## config.mk

```make
export PLATFORM = sky130hd
export DESIGN_NAME = press_classifier_flat
export DESIGN_NICKNAME = d
export VERILOG_FILES = /design/src/rtl/press_classifier_if.sv /design/src/rtl/press_classifier.sv /design/src/flat_wrapper.sv
export SDC_FILE = /design/constraint.sdc
export NUM_CORES = 1
export LEC_CHECK = 0
export CORE_AREA = 4 4 41 43
export DETAILED_ROUTE_END_ITERATION = 16
export DIE_AREA = 0 0 45 47
export SYNTH_ARGS = -nofsm -noshare
export SYNTH_HDL_FRONTEND = slang
export SYNTH_SLANG_ARGS = --single-unit
```

## constraint.sdc

```tcl
create_clock -name clk -period 1.5 [get_ports clk]
set_input_delay 0.15 -clock clk [delete_from_list [all_inputs] [get_ports clk]]
set_output_delay 0.15 -clock clk [all_outputs]
set_load 0.005 [all_outputs]
```

## src/rtl/press_classifier_if.sv

```systemverilog
// Bundle between the debouncer and the press classifier: the debounced level in,
// and the registered press-state level and event ticks out.
interface press_classifier_if;
    logic db_level;
    logic pressed;
    logic press_tick;
    logic short_tick;
    logic long_tick;
    logic rep_tick;

    modport master (
        output db_level,
        input  pressed,
        input  press_tick,
        input  short_tick,
        input  long_tick,
        input  rep_tick
    );

    modport slave (
        input  db_level,
        output pressed,
        output press_tick,
        output short_tick,
        output long_tick,
        output rep_tick
    );
endinterface

```

## src/rtl/press_classifier.sv

```systemverilog
// Classifies debounced presses as short or long and emits one-cycle event ticks.
// Define AUTO_REPEAT_EN to get periodic rep_tick pulses while a long press is held.
module press_classifier #(
    parameter int unsigned CNT_W    = 4,
    parameter int unsigned LONG_CYC = 8,
    parameter int unsigned REP_CYC  = 4
) (
    input logic             clk,
    input logic             reset,
    press_classifier_if.slave bus
);

    if (LONG_CYC < 2 || LONG_CYC > (2 ** CNT_W) - 1) begin : g_bad_long
        $error("LONG_CYC out of range for CNT_W");
    end
    if (REP_CYC < 1 || REP_CYC > (2 ** CNT_W) - 1) begin : g_bad_rep
        $error("REP_CYC out of range for CNT_W");
    end

    typedef enum logic [1:0] {
        StIdle = 2'd0,
        StHeld = 2'd1,
        StLong = 2'd2
    } state_e;

    localparam logic [CNT_W-1:0] LongLast = CNT_W'(LONG_CYC - 1);
    localparam logic [CNT_W-1:0] CntOne   = CNT_W'(1);

    state_e           state_q;
    logic [CNT_W-1:0] cnt_q;
    logic             pressed_q;
    logic             press_tick_q;
    logic             short_tick_q;
    logic             long_tick_q;
`ifdef AUTO_REPEAT_EN
    localparam logic [CNT_W-1:0] RepLast = CNT_W'(REP_CYC - 1);
    logic             rep_tick_q;
`endif

    always_ff @(posedge clk or posedge reset) begin
        if (reset) begin
            state_q      <= StIdle;
            cnt_q        <= '0;
            pressed_q    <= 1'b0;
            press_tick_q <= 1'b0;
            short_tick_q <= 1'b0;
            long_tick_q  <= 1'b0;
`ifdef AUTO_REPEAT_EN
            rep_tick_q   <= 1'b0;
`endif
        end else begin
            press_tick_q <= 1'b0;
            short_tick_q <= 1'b0;
            long_tick_q  <= 1'b0;
`ifdef AUTO_REPEAT_EN
            rep_tick_q   <= 1'b0;
`endif
            case (state_q)
                StIdle: begin
                    if (bus.db_level) begin
                        state_q      <= StHeld;
                        cnt_q        <= CntOne;
                        pressed_q    <= 1'b1;
                        press_tick_q <= 1'b1;
                    end else begin
                        cnt_q     <= '0;
                        pressed_q <= 1'b0;
                    end
                end
                StHeld: begin
                    if (!bus.db_level) begin
                        // A low sample always exits here first, so short and long never collide.
                        state_q      <= StIdle;
                        cnt_q        <= '0;
                        pressed_q    <= 1'b0;
                        short_tick_q <= 1'b1;
                    end else if (cnt_q == LongLast) begin
                        state_q     <= StLong;
                        cnt_q       <= '0;
                        pressed_q   <= 1'b1;
                        long_tick_q <= 1'b1;
                    end else begin
                        cnt_q     <= cnt_q + CntOne;
                        pressed_q <= 1'b1;
                    end
                end
                StLong: begin
                    if (!bus.db_level) begin
                        state_q   <= StIdle;
                        cnt_q     <= '0;
                        pressed_q <= 1'b0;
                    end else begin
                        pressed_q <= 1'b1;
`ifdef AUTO_REPEAT_EN
                        if (cnt_q == RepLast) begin
                            cnt_q      <= '0;
                            rep_tick_q <= 1'b1;
                        end else begin
                            cnt_q <= cnt_q + CntOne;
                        end
`else
                        cnt_q <= '0;
`endif
                    end
                end
                default: begin
                    state_q   <= StIdle;
                    cnt_q     <= '0;
                    pressed_q <= 1'b0;
                end
            endcase
        end
    end

    assign bus.pressed    = pressed_q;
    assign bus.press_tick = press_tick_q;
    assign bus.short_tick = short_tick_q;
    assign bus.long_tick  = long_tick_q;
`ifdef AUTO_REPEAT_EN
    assign bus.rep_tick   = rep_tick_q;
`else
    assign bus.rep_tick   = 1'b0;
`endif

endmodule

```

## src/flat_wrapper.sv

```systemverilog
// flat-port wrapper written by rule: the top's interface ports become plain ports
module press_classifier_flat 
#(
    parameter int unsigned CNT_W    = 4,
    parameter int unsigned LONG_CYC = 8,
    parameter int unsigned REP_CYC  = 4
)
  (clk, reset, bus_db_level, bus_pressed, bus_press_tick, bus_short_tick, bus_long_tick, bus_rep_tick);
  press_classifier_if bus_i ();
  input logic clk;
  input logic reset;
  input wire logic [$bits(bus_i.db_level)-1:0] bus_db_level;
  output wire logic [$bits(bus_i.pressed)-1:0] bus_pressed;
  output wire logic [$bits(bus_i.press_tick)-1:0] bus_press_tick;
  output wire logic [$bits(bus_i.short_tick)-1:0] bus_short_tick;
  output wire logic [$bits(bus_i.long_tick)-1:0] bus_long_tick;
  output wire logic [$bits(bus_i.rep_tick)-1:0] bus_rep_tick;
  assign bus_i.db_level = bus_db_level;
  assign bus_pressed = bus_i.pressed;
  assign bus_press_tick = bus_i.press_tick;
  assign bus_short_tick = bus_i.short_tick;
  assign bus_long_tick = bus_i.long_tick;
  assign bus_rep_tick = bus_i.rep_tick;
  press_classifier #(.CNT_W(CNT_W), .LONG_CYC(LONG_CYC), .REP_CYC(REP_CYC)) u_core (.clk(clk), .reset(reset), .bus(bus_i));
endmodule
```

# ---- Word level (Yosys, flattened, before mapping)
# Cells that the tools add are included.
dict set report op_classes {
  bitwise_logic 0
  mux 17
  eq_ne 6
  addsub 1
  shifts 0
  n_reduce_logical 3
  order_cmp 0
  multipliers 0
  div 0
}
# operator n
set op_table {}
lappend op_table {{$mux W1} 9}
lappend op_table {{$mux W2} 4}
lappend op_table {{$mux W4} 2}
lappend op_table {{$pmux W4 S2} 1}
lappend op_table {{$pmux W2 S3} 1}
lappend op_table {{$add A4 B1 Y4 const B} 1}
lappend op_table {{$eq A4 B3 Y1 const B} 1}
lappend op_table {{$ne A2 B2 Y1 const B} 2}
lappend op_table {{$ne A3 B2 Y1 const B} 1}
lappend op_table {{$reduce_and A3 Y1} 1}
lappend op_table {{$reduce_or A3 Y1} 1}
lappend op_table {{$eq A2 B1 Y1 const B} 1}
lappend op_table {{$eq A2 B2 Y1 const B} 1}
lappend op_table {{$logic_not A2 Y1} 1}
dict set report totals {
  output_inout_bits 5
  ramBits 0
  mem_count 0
  regBits 10
  latchBits 0
  inputBits 3
  romBits 0
}

# ---- Longest topological paths before layout
dict set report depth {
  depth_word 4
  ltp_mapped 4
}

# ---- Worst setup path after synthesis
# OpenSTA, ideal clock, no wires.
dict set report synth_timing {
  path_type {register to register}
  start {reg u_core.cnt_q[0]}
  end {reg u_core.state_q[1]}
  arrival_ns 0.902
  period_less_slack_ns 1.021
  required_ns 1.381
  setup_slack_ns 0.479
  path_buffers 0
  setup_time_ns 0.119
  stages_incl_launch_ff 5
  path_cell_list {dfrtp_1 ha_1 nand3b_4 o21ai_1 and2_1}
}
dict set report synth_via {
  elab_chain_cells 3
}
# element line_no
set synth_lines {}
lappend synth_lines {{start, declared} press_classifier.sv:30} ;# logic [CNT_W-1:0] cnt_q;
lappend synth_lines {{start signal, assigned} press_classifier.sv:62} ;# cnt_q <= CntOne;
lappend synth_lines {{start signal, assigned} press_classifier.sv:83} ;# cnt_q <= cnt_q + CntOne;
lappend synth_lines {{$eq A4 B3 Y1} press_classifier.sv:77} ;# end else if (cnt_q == LongLast) begin
lappend synth_lines {{$ne A3 B2 Y1 (no source line)} n/a}
lappend synth_lines {{$reduce_and A3 Y1 (no source line)} n/a}
lappend synth_lines {{end signal, assigned} press_classifier.sv:73} ;# state_q <= StIdle;
lappend synth_lines {{end signal, assigned} press_classifier.sv:78} ;# state_q <= StLong;
lappend synth_lines {{end signal, assigned} press_classifier.sv:89} ;# state_q <= StIdle;
lappend synth_lines {{end, declared} press_classifier.sv:29} ;# state_e state_q;
# Every way passes these cells.
# A chain may end at the register's enable or synchronous reset.

# ---- Worst setup path after layout
dict set report layout_timing {
  start {reg u_core.press_tick_q, in the netlist u_core.bus.press_tick}
  end {out bus_press_tick}
}
# element line_no
set layout_lines {}
lappend layout_lines {{start, declared} press_classifier.sv:32} ;# logic press_tick_q;
lappend layout_lines {{start signal, assigned} press_classifier.sv:45} ;# press_tick_q <= 1'b0;
lappend layout_lines {{start signal, assigned} press_classifier.sv:52} ;# press_tick_q <= 1'b0;
lappend layout_lines {{start signal, assigned} press_classifier.sv:64} ;# press_tick_q <= 1'b1;
lappend layout_lines {{end, declared} flat_wrapper.sv:14} ;# output wire logic [$bits(bus_i.press_tick)-1:0] bus_press_tick;
# No word-level cell between the ends.

==> flow_summary_export.csv <==
group,metric,value,unit
floorplan,initial_utilization,31.83,%
floorplan,dieArea,0.002115,mm²
timing,setup_tns,0,ps
cells_and_area,multiInputGateArea,148.9,µm²
cells_and_area,final_nets,50,
yosys,synth-simple-area-share,22.05,%
yosys,synth_top_cell_by_area,"dfrtp_1",
yosys,ys_types,19,
worst_setup_path,cp_max_fo,1,
clocking,cts_made_buffers,3,
drt,vias,258,
clocking,h-tree-depth,1,
cells_and_area,diodes,0,
worst_setup_path,crit_chain,"clkdlybuf4s50_1",
status,status,"finished, final reports clean",
yosys,synth_area_per_cell,11.50,µm²
power,p_leak,0.0002886,µW
yosys,syn_area,414.1,µm²
yosys,yosysWarnings,0,
yosys,synth_area_leaders,"dfrtp_1 (60%), nor2_1 (5.4%), nand3b_4 (4.8%), ha_1 (3.0%), nand2b_1 (3.0%)",
power,clockPowerShare,42.2,%
yosys,synth_seq_cells,10,
clocking,cts_resized,0,
drt,drtPass1Iterations,2,
yosys,synth_edf_count,0,
yosys,synth_top_family_by_area,"simple AND/OR/NAND/NOR gates",
cells_and_area,synthToLayoutAreaGrowth,25.98,%
drt,totalWireLength,595,µm
power,internal_power,443.9,µW
yosys,yosysMostFrequentCell,"dfrtp_1",
clocking,cts_buffer_depth,2,
worst_setup_path,arrival,1090,ps
cells_and_area,final_util,40.10,%
worst_setup_path,cpLargestDelayFamily,"buffers and inverters",
yosys,synth_top_area_share,60.42,%
global_route,grt_remaining_overflow,0,
drt,wire_per_inst,9.917,µm
cells_and_area,final_layout_size_suffix_gt1_share,13.33,%
clocking,clk_latency,260,ps
drt,ant_nets,0,
clocking,cts_tree,"done",
clocking,clock-root-buffer,"clkbuf_4",
power,vdd.ir_drop.worst,0.0007472,V
yosys,yosysSeqAreaShare,60.42,%
power,p_switching,109.9,µW
floorplan,rows,13,
timing,drv_slew,0,
place,port_buffers,6,
worst_setup_path,crit_buf_inv,1,
global_route,grt_max_degree,11,
yosys,postSynthCellCount,36,
floorplan,coreArea,0.001301,mm²
power,switching_share,19.84,%
yosys,synth.area.mux_share,2.417,%
clocking,cts.sinks,10,
floorplan,dieWidth,45,µm
yosys,synthAdderAreaFrac,3.021,%
yosys,async_flop_share,100.0,%
power,power.share.sequential,51.5,%
global_route,grt_pass1_wl,1055,µm
cells_and_area,register_area,250.2,µm²
floorplan,fp.dieH,47,µm
power,power_per_cell_area,1061,mW/mm²
global_route,antenna_found_initial,0,
worst_setup_path,reg2reg_from,"u_core.cnt_q[0]",
timing,setup_viol_count_final,0,
drt,drcViolationCount,0,
clocking,post_cts_buffers,0,
timing,period_minus_slack,1240,ps
drt,via_per_inst,4.300,
power,power_frac_comb,6.2,%
worst_setup_path,cp_slowest_cell,"clkdlybuf4s50_1",
place,hpwl,462.9,µm
clocking,clk_pin_slew,70,ps
flow_run,maxCapViolCount,0,
cells_and_area,n_fill_cell,139,
yosys,synth_compound_area_share,5.438,%
timing,period_share,82.67,%
timing,hold_viol,0,
timing,max_freq,806.5,MHz
worst_setup_path,crit_start,"u_core.bus.press_tick",
place,gp_congestion,0.6242,
yosys,synth_xor_area_share,2.115,%
yosys,synthesis.nets,40,
worst_setup_path,crit_type,"reg -> out",
global_route,gr-usage-all-layers,7.520,%
clocking,hold_buffers,0,
worst_setup_path,cp-end-kind,"output pin",
worst_setup_path,slowest_delay,500,ps
global_route,grt_pass1_vias,265,
hold_path,hold_path_class,"in -> async",
drt,drt_iter0_drc,1,
floorplan,io_pins,8,
timing,rsz0062_at_grt,"false",
worst_setup_path,start_kind,"flop",
yosys,ys_top_cells_by_count,"dfrtp_1 (10), nor2_1 (6), a21oi_1 (2), inv_1 (2), nand2b_1 (2)",
yosys,yosys_most_used_dff,"dfrtp_1",
timing,fin_worst_skew,2.495,ps
worst_setup_path,cp.required,1350,ps
## cell families (layout without fill, tap and decap cells)
family,Yosys count,after routing
fa+ha+maj,1,1
other cells,1,1
xor+xnor,1,1
simple gates,15,15
buf+inv,3,12
compound gates,4,4
mux,1,1
flops,10,10
## path summary, 6_finish.rpt
check | cells past startpoint | slack (ps) | endpoint
min in group clk | 1 | 500 | u_core.cnt_q[0]
worst min register to register | 1 | 500 | u_core.cnt_q[0]
max in group asynchronous | 2 | 1080 | u_core.state_q[1]
worst min-delay path | 2 | 160 | u_core.cnt_q[2]
worst max-delay path | 1 | 260 | bus_press_tick
worst max register to register | 4 | 410 | u_core.state_q[1]
## power by group through the flow
stage	combinational (µW)	clock [µW]	sequential (µW)
3_3_place_gp	35.9	0	290
4_1_cts	35.4	241	285
2_1_floorplan	18.9	0	289
6_report	34.6	234	285
5_1_grt	39.9	256	286
3_5_place_dp	35.3	0	290
## layout by cell type (no fill, tap or decap)
cell type,instances
a21oi_1,2
and2_1,1
nor2b_1,1
nand2b_1,2
conb_1,1
xnor2_1,1
dfrtp_1,10
nand3_1,1
clkdlybuf4s50_1,6
clkbuf_4,3
nor2_1,6
clkbuf_8,1
o21ai_1,1
and3_2,1
ha_1,1
a21boi_0,1
mux2i_1,1
nand3b_4,1
nand2_1,1
or2b_1,1
inv_1,2
## registers in the layout, indices dropped and copies added (netlist names)
signal and flops:
u_core.bus.press_tick 1, u_core.cnt_q 4, u_core.bus.short_tick 1, u_core.state_q 2
u_core.bus.pressed 1, u_core.bus.long_tick 1
## cell type report
| cell class | count | share of cell area (%) |
|---|---|---|
| sequential | 10 | 47.96 |
| tap | 15 | 3.597 |
| clock buffer | 4 | 6.954 |
| timing repair buffer | 6 | 11.51 |
| multi-input combinational | 23 | 28.54 |
| inverter | 2 | 1.439 |
## metal layers
| metal | GRT usage [%] | wire, µm | part of all wire [%] | vias to the layer above |
|---|---|---|---|---|
| met1 | 7.547 | 288 | 48 | 121 |
| met4 | 7.018 | 10 | 1.7 | 0 |
| met3 | 3.448 | 20 | 3.4 | 2 |
| li1 | - | - | - | 132 |
| met5 | 0 | 0 | 0 | - |
| met2 | 11.58 | 276 | 46 | 3 |
## per-stage QoR
step	total power [µW]	worst slack, ps	cell area, µm²	hold slack, ps	instances
final	553.8	260.0	521.8	157.0	60
after global routing	582.6	214.5	521.8	194.2	60
after CTS	562.3	249.7	521.8	159.8	60
after detailed placement	325.7	362.0	485.5	443.3	56
after global placement	326.3	350.8	485.5	449.6	56
after floorplan	308.3	478.8	414.1	-9.822	36
Power figures use the tool's default switching activity.
==> patch 1, RTL diff (same settings) <==
`CNT_W` is set to 4 in 2 places; all go to 5.
--- a/src/rtl/press_classifier.sv
+++ b/src/rtl/press_classifier.sv
@@ -3,3 +3,3 @@
 module press_classifier #(
-    parameter int unsigned CNT_W    = 4,
+    parameter int unsigned CNT_W    = 5,
     parameter int unsigned LONG_CYC = 8,
--- a/src/flat_wrapper.sv
+++ b/src/flat_wrapper.sv
@@ -3,3 +3,3 @@
 #(
-    parameter int unsigned CNT_W    = 4,
+    parameter int unsigned CNT_W    = 5,
     parameter int unsigned LONG_CYC = 8,
Check against the original RTL: no difference found for any inputs over 10 cycles, from zero or initial values and one cycle with reset high; that may be too few to reach the edited logic, so the function may still have changed.
==> patch 1 against the original RTL <==
- wire length up 14%
- critical endpoint unchanged
- global-route usage is 1.0 points higher
- critical path depth unchanged
- via count up 7.4%
- sequential power up 9.5%
- highest routed layer unchanged
- worst setup slack worse by 3.4 ps
- clock skew shrank 1.7 ps
- sequential cell count is 1 higher
- power is 1.7% lower
- die area is the same
- synthesized area grew 10%
- design area rose by 6.2%
- largest power group unchanged
- count of clock-buffer cells in the layout is the same
==> patch 1: results (changes against the original RTL) <==
metric;value;unit;change
port_buffers;6;;unchanged
diodes;0;;unchanged
cts_setup_buffers;0;;unchanged
antenna_found_initial;0;;unchanged
gp_congestion;0.737;;+18%
status;finished, final reports clean;;
wl;679;um;+14%
synth_compound_area_share;6.85;%;+1.4 points
ys_seq_area_share;60.3;%;-0.15 points
path_clk_slew;60;ps;
yosys-top-cells-area;dfrtp_1, nor2_1, xor2_1;;
synth_nets;42;;+5.0%
peakVddDrop;0.000335;V;-55%
hpwl;546;um;+18%
synthAdderAreaFrac;2.74;%;-0.28 points
synth_ff_type;dfrtp_1;;
ys_async_sr_fraction;100;%;unchanged
clock_skew;0.815;ps;-1.68 ps
netlist_top_cells_count;dfrtp_1, nor2_1;;
insertion_delay;260;ps;about the same
ctsResizeCount;0;;unchanged
nets;52;;+4.0%
syn_area_per_cell;12.0;um^2;+4.5%
critPathLaunch;u_core.bus.press_tick$_DFF_PP0_;;
worst-path-max-fanout;1;;unchanged
viasPerCell;4.47;;+3.9%
cp_data_arrival_time;1090;ps;about the same
crit_slowest_cell;clkdlybuf4s50_1;;
leakage;0.000245;uW;-15%
hold_class;input pin to async pin;;
critPathMaxStageDelay;490;ps;
drt_pass1_iterations;2;;unchanged
drt_iter0_drc;2;;+1
clock_path_buffers;2;;unchanged
htreeDepth;1;;unchanged
grt_pass1_vias;298;;+12%
antenna_left;0;;unchanged
reg_top3;u_core.cnt_q (5), u_core.state_q (2);;
drive_gt1_share;10.6;%;-2.7 points
numCtsBuffers;3;;unchanged
synthXorXnorAreaFrac;5.75;%;+3.6 points
grt_first_pass_wirelength;1220;um;+16%
synth_warnings;0;;unchanged
dp_cells;58;;+3.6%
clockRootBuffer;clkbuf_4;;
cp_top_family;buffers and inverters;;
grt_max_degree;12;;+1
num_vias;277;;+7.4%
worstReg2RegStart;u_core.cnt_q[0]$_DFF_PP0_;;
synth_cell_types;20;;+1
grt_usage;8.57;%;+1.0 points
synth_mux_area_share;0;%;-2.4 points
[patch 1: metrics by stage]
step                hold slack [ps]  worst slack, ps  instance area [um^2]
finish                          170              257                   554
global route                    221              226                   554
CTS                             188              234                   554
detailed placement              471              291                   528
global placement                457              324                   528
floorplan                      2.44              396                   457
[patch 1: power by group]
part	internal, uW	switching [uW]
registers	306	6.26
logic	19.4	18.0
clock network	103	92.0
total	428	116
[patch 1: final cells by class]
class	count	area, um^2
flip-flops and latches	11	275
inverters	2	7.51
multi-input cells	24	166
repair buffers	6	60.1
well taps	15	18.8
clock buffers	4	26.3
fillers	137	747
[patch 1: final timing paths]
kind | endpoint | slack, ps | cells past startpoint
max | bus_press_tick | 260 | 1
min | u_core.bus.long_tick$_DFF_PP0_ | 170 | 2
max reg2reg | u_core.cnt_q[0]$_DFF_PP0_ | 330 | 4
min reg2reg | u_core.bus.short_tick$_DFF_PP0_ | 500 | 1
max in group asynchronous | u_core.cnt_q[3]$_DFF_PP0_ | 1060 | 2
min in group clk | u_core.bus.short_tick$_DFF_PP0_ | 500 | 1
[patch 1: layer usage]
metal	global-route usage [%]	part of all wire, %	wire (um)
met1	8.75	42	284
met2	13.8	47	320
met3	2.30	7.1	48
met4	8.77	3.7	25
met5	0	0	0
[patch 1: cells by family (layout without fill, tap and decap cells)]
| kind of cell | count (synthesis) | in the layout |
|---|---|---|
| compound gates | 4 | 4 |
| flops | 11 | 11 |
| fa+ha+maj | 1 | 1 |
| other cells | 1 | 1 |
| buf+inv | 3 | 12 |
| xor+xnor | 3 | 3 |
| simple gates | 15 | 15 |
[patch 1: worst register-to-register path: stages, from the launching register on]
cell	delay [ps]
dfrtp_1	390
ha_1	240
and4bb_4	220
o21a_1	160
nor2_1	80
==> patch 2, RTL diff (same settings) <==
Without the edit above. Make the reset (`reset`) synchronous in one clocked block.
--- a/src/rtl/press_classifier.sv
+++ b/src/rtl/press_classifier.sv
@@ -39,3 +39,3 @@
 
-    always_ff @(posedge clk or posedge reset) begin
+    always_ff @(posedge clk) begin
         if (reset) begin
Function: differs if reset is asserted again (counterexample within 4 cycles, from zero or initial values and one cycle with reset high); with reset held inactive, the same outputs for 10 cycles.
==> patch 2 against the original RTL <==
- first-iteration DRC count rose to 5.0 times the old value
- synthesized area down 8.2%
- design area down 10%
- worst setup slack better by 38 ps
- critical endpoint is now bus_short_tick
- wire length down 7.2%
- power down 14%
- non-clock buffer count unchanged
- sequential cell count unchanged
==> patch 2: results (changes against the original RTL) <==
metric;value;unit;change
dpl_cell_area;447;um^2;-8.0%
ys_seq_area_share;52.6;%;-7.8 points
dp_cells;54;;-3.6%
ys_async_sr_fraction;0;%;-100 points
leakage;0.000185;uW;-36%
drive_gt1_share;21.4;%;+8.1 points
num_vias;242;;-6.2%
cp_data_arrival_time;1050;ps;-40 ps
pre_cts_ws;288;ps;-74.3 ps
met1Wirelength;252;um;-13%
grt_usage;7.55;%;+0.032 points
grt_first_pass_wirelength;1020;um;-3.2%
netlist_top_cells_count;dfxtp_1, a21oi_1, nor2_1;;
synth_cell_types;22;;+3
clock_skew;0.403;ps;-2.09 ps
synth_ff_type;dfxtp_1;;
drt_iter0_drc;5;;+4
grt_max_degree;11;;unchanged
nets;48;;-4.0%
grt_pass1_vias;248;;-6.4%
status;finished, final reports clean;;
syn_area_per_cell;10.9;um^2;-5.5%
hpwl;400;um;-14%
routed-wl-met3;34;um;+70%
reg_top3;u_core.cnt_q (4), u_core.state_q (2);;
drt_pass1_iterations;4;;+2
wl;552;um;-7.2%
hold_class;input pin to flip-flop;;
synth_nets;39;;-2.5%
peakVddDrop;0.000482;V;-35%
wl_met2;253;um;-8.3%
[patch 2: changes by cell type after synthesis, sizes merged, moves of 2 or more]
cell   before  now
inv         2    0
dfxtp       0   10
nor2        6    3
dfrtp      10    0
[patch 2: metrics by stage]
stage          power [uW]  util, %  hold slack, ps
2_1_floorplan         299        -             227
3_3_place_gp          313     34.3             529
3_5_place_dp          313     34.3             529
4_1_cts               490     36.1             511
5_1_grt               511     36.1             536
6_report              478     36.1             521
[patch 2: cell families after synthesis]
logic type / after synthesis / synth area share (%)
adder cells (fa/ha/maj): 1 / 3.29
flip-flops: 10 / 52.6
AO/OA/AOI/OAI: 4 / 5.92
AND/OR/NAND/NOR: 15 / 29.3
buffers and inverters: 2 / 3.29
XOR/XNOR: 2 / 4.61
other: 1 / 0.986
[patch 2: cell type report]
class	instances	area, um^2
Clock buffer	3	22.5
Fill cell	141	832
Multi-Input combinational cell	23	168
Sequential cell	10	200
Tap cell	15	18.8
Timing Repair Buffer	6	60.1
[patch 2: metal layers]
metal	up-vias	track usage [%]
met5	-	0
met4	0	8.77
met3	2	4.21
met2	3	9.32
met1	107	8.33
li1	130	-
[patch 2: worst paths after layout]
| kind | depth (start not counted) | slack, ps | start | to |
|---|---|---|---|---|
| setup / recovery | 1 | 300 | u_core.bus.short_tick$_SDFF_PP0_ | bus_short_tick |
| hold / removal | 2 | 520 | reset | u_core.bus.short_tick$_SDFF_PP0_ |
| setup reg to reg | 3 | 400 | u_core.cnt_q[0]$_SDFF_PP0_ | u_core.bus.long_tick$_SDFF_PP0_ |
| hold reg to reg | 1 | 530 | u_core.state_q[0]$_SDFFE_PP0P_ | u_core.bus.press_tick$_SDFF_PP0_ |
[patch 2: where the power goes]
group,switching [uW],internal [uW]
Sequential,5.02,273
Combinational,10.3,19.0
Clock,79.1,92.0
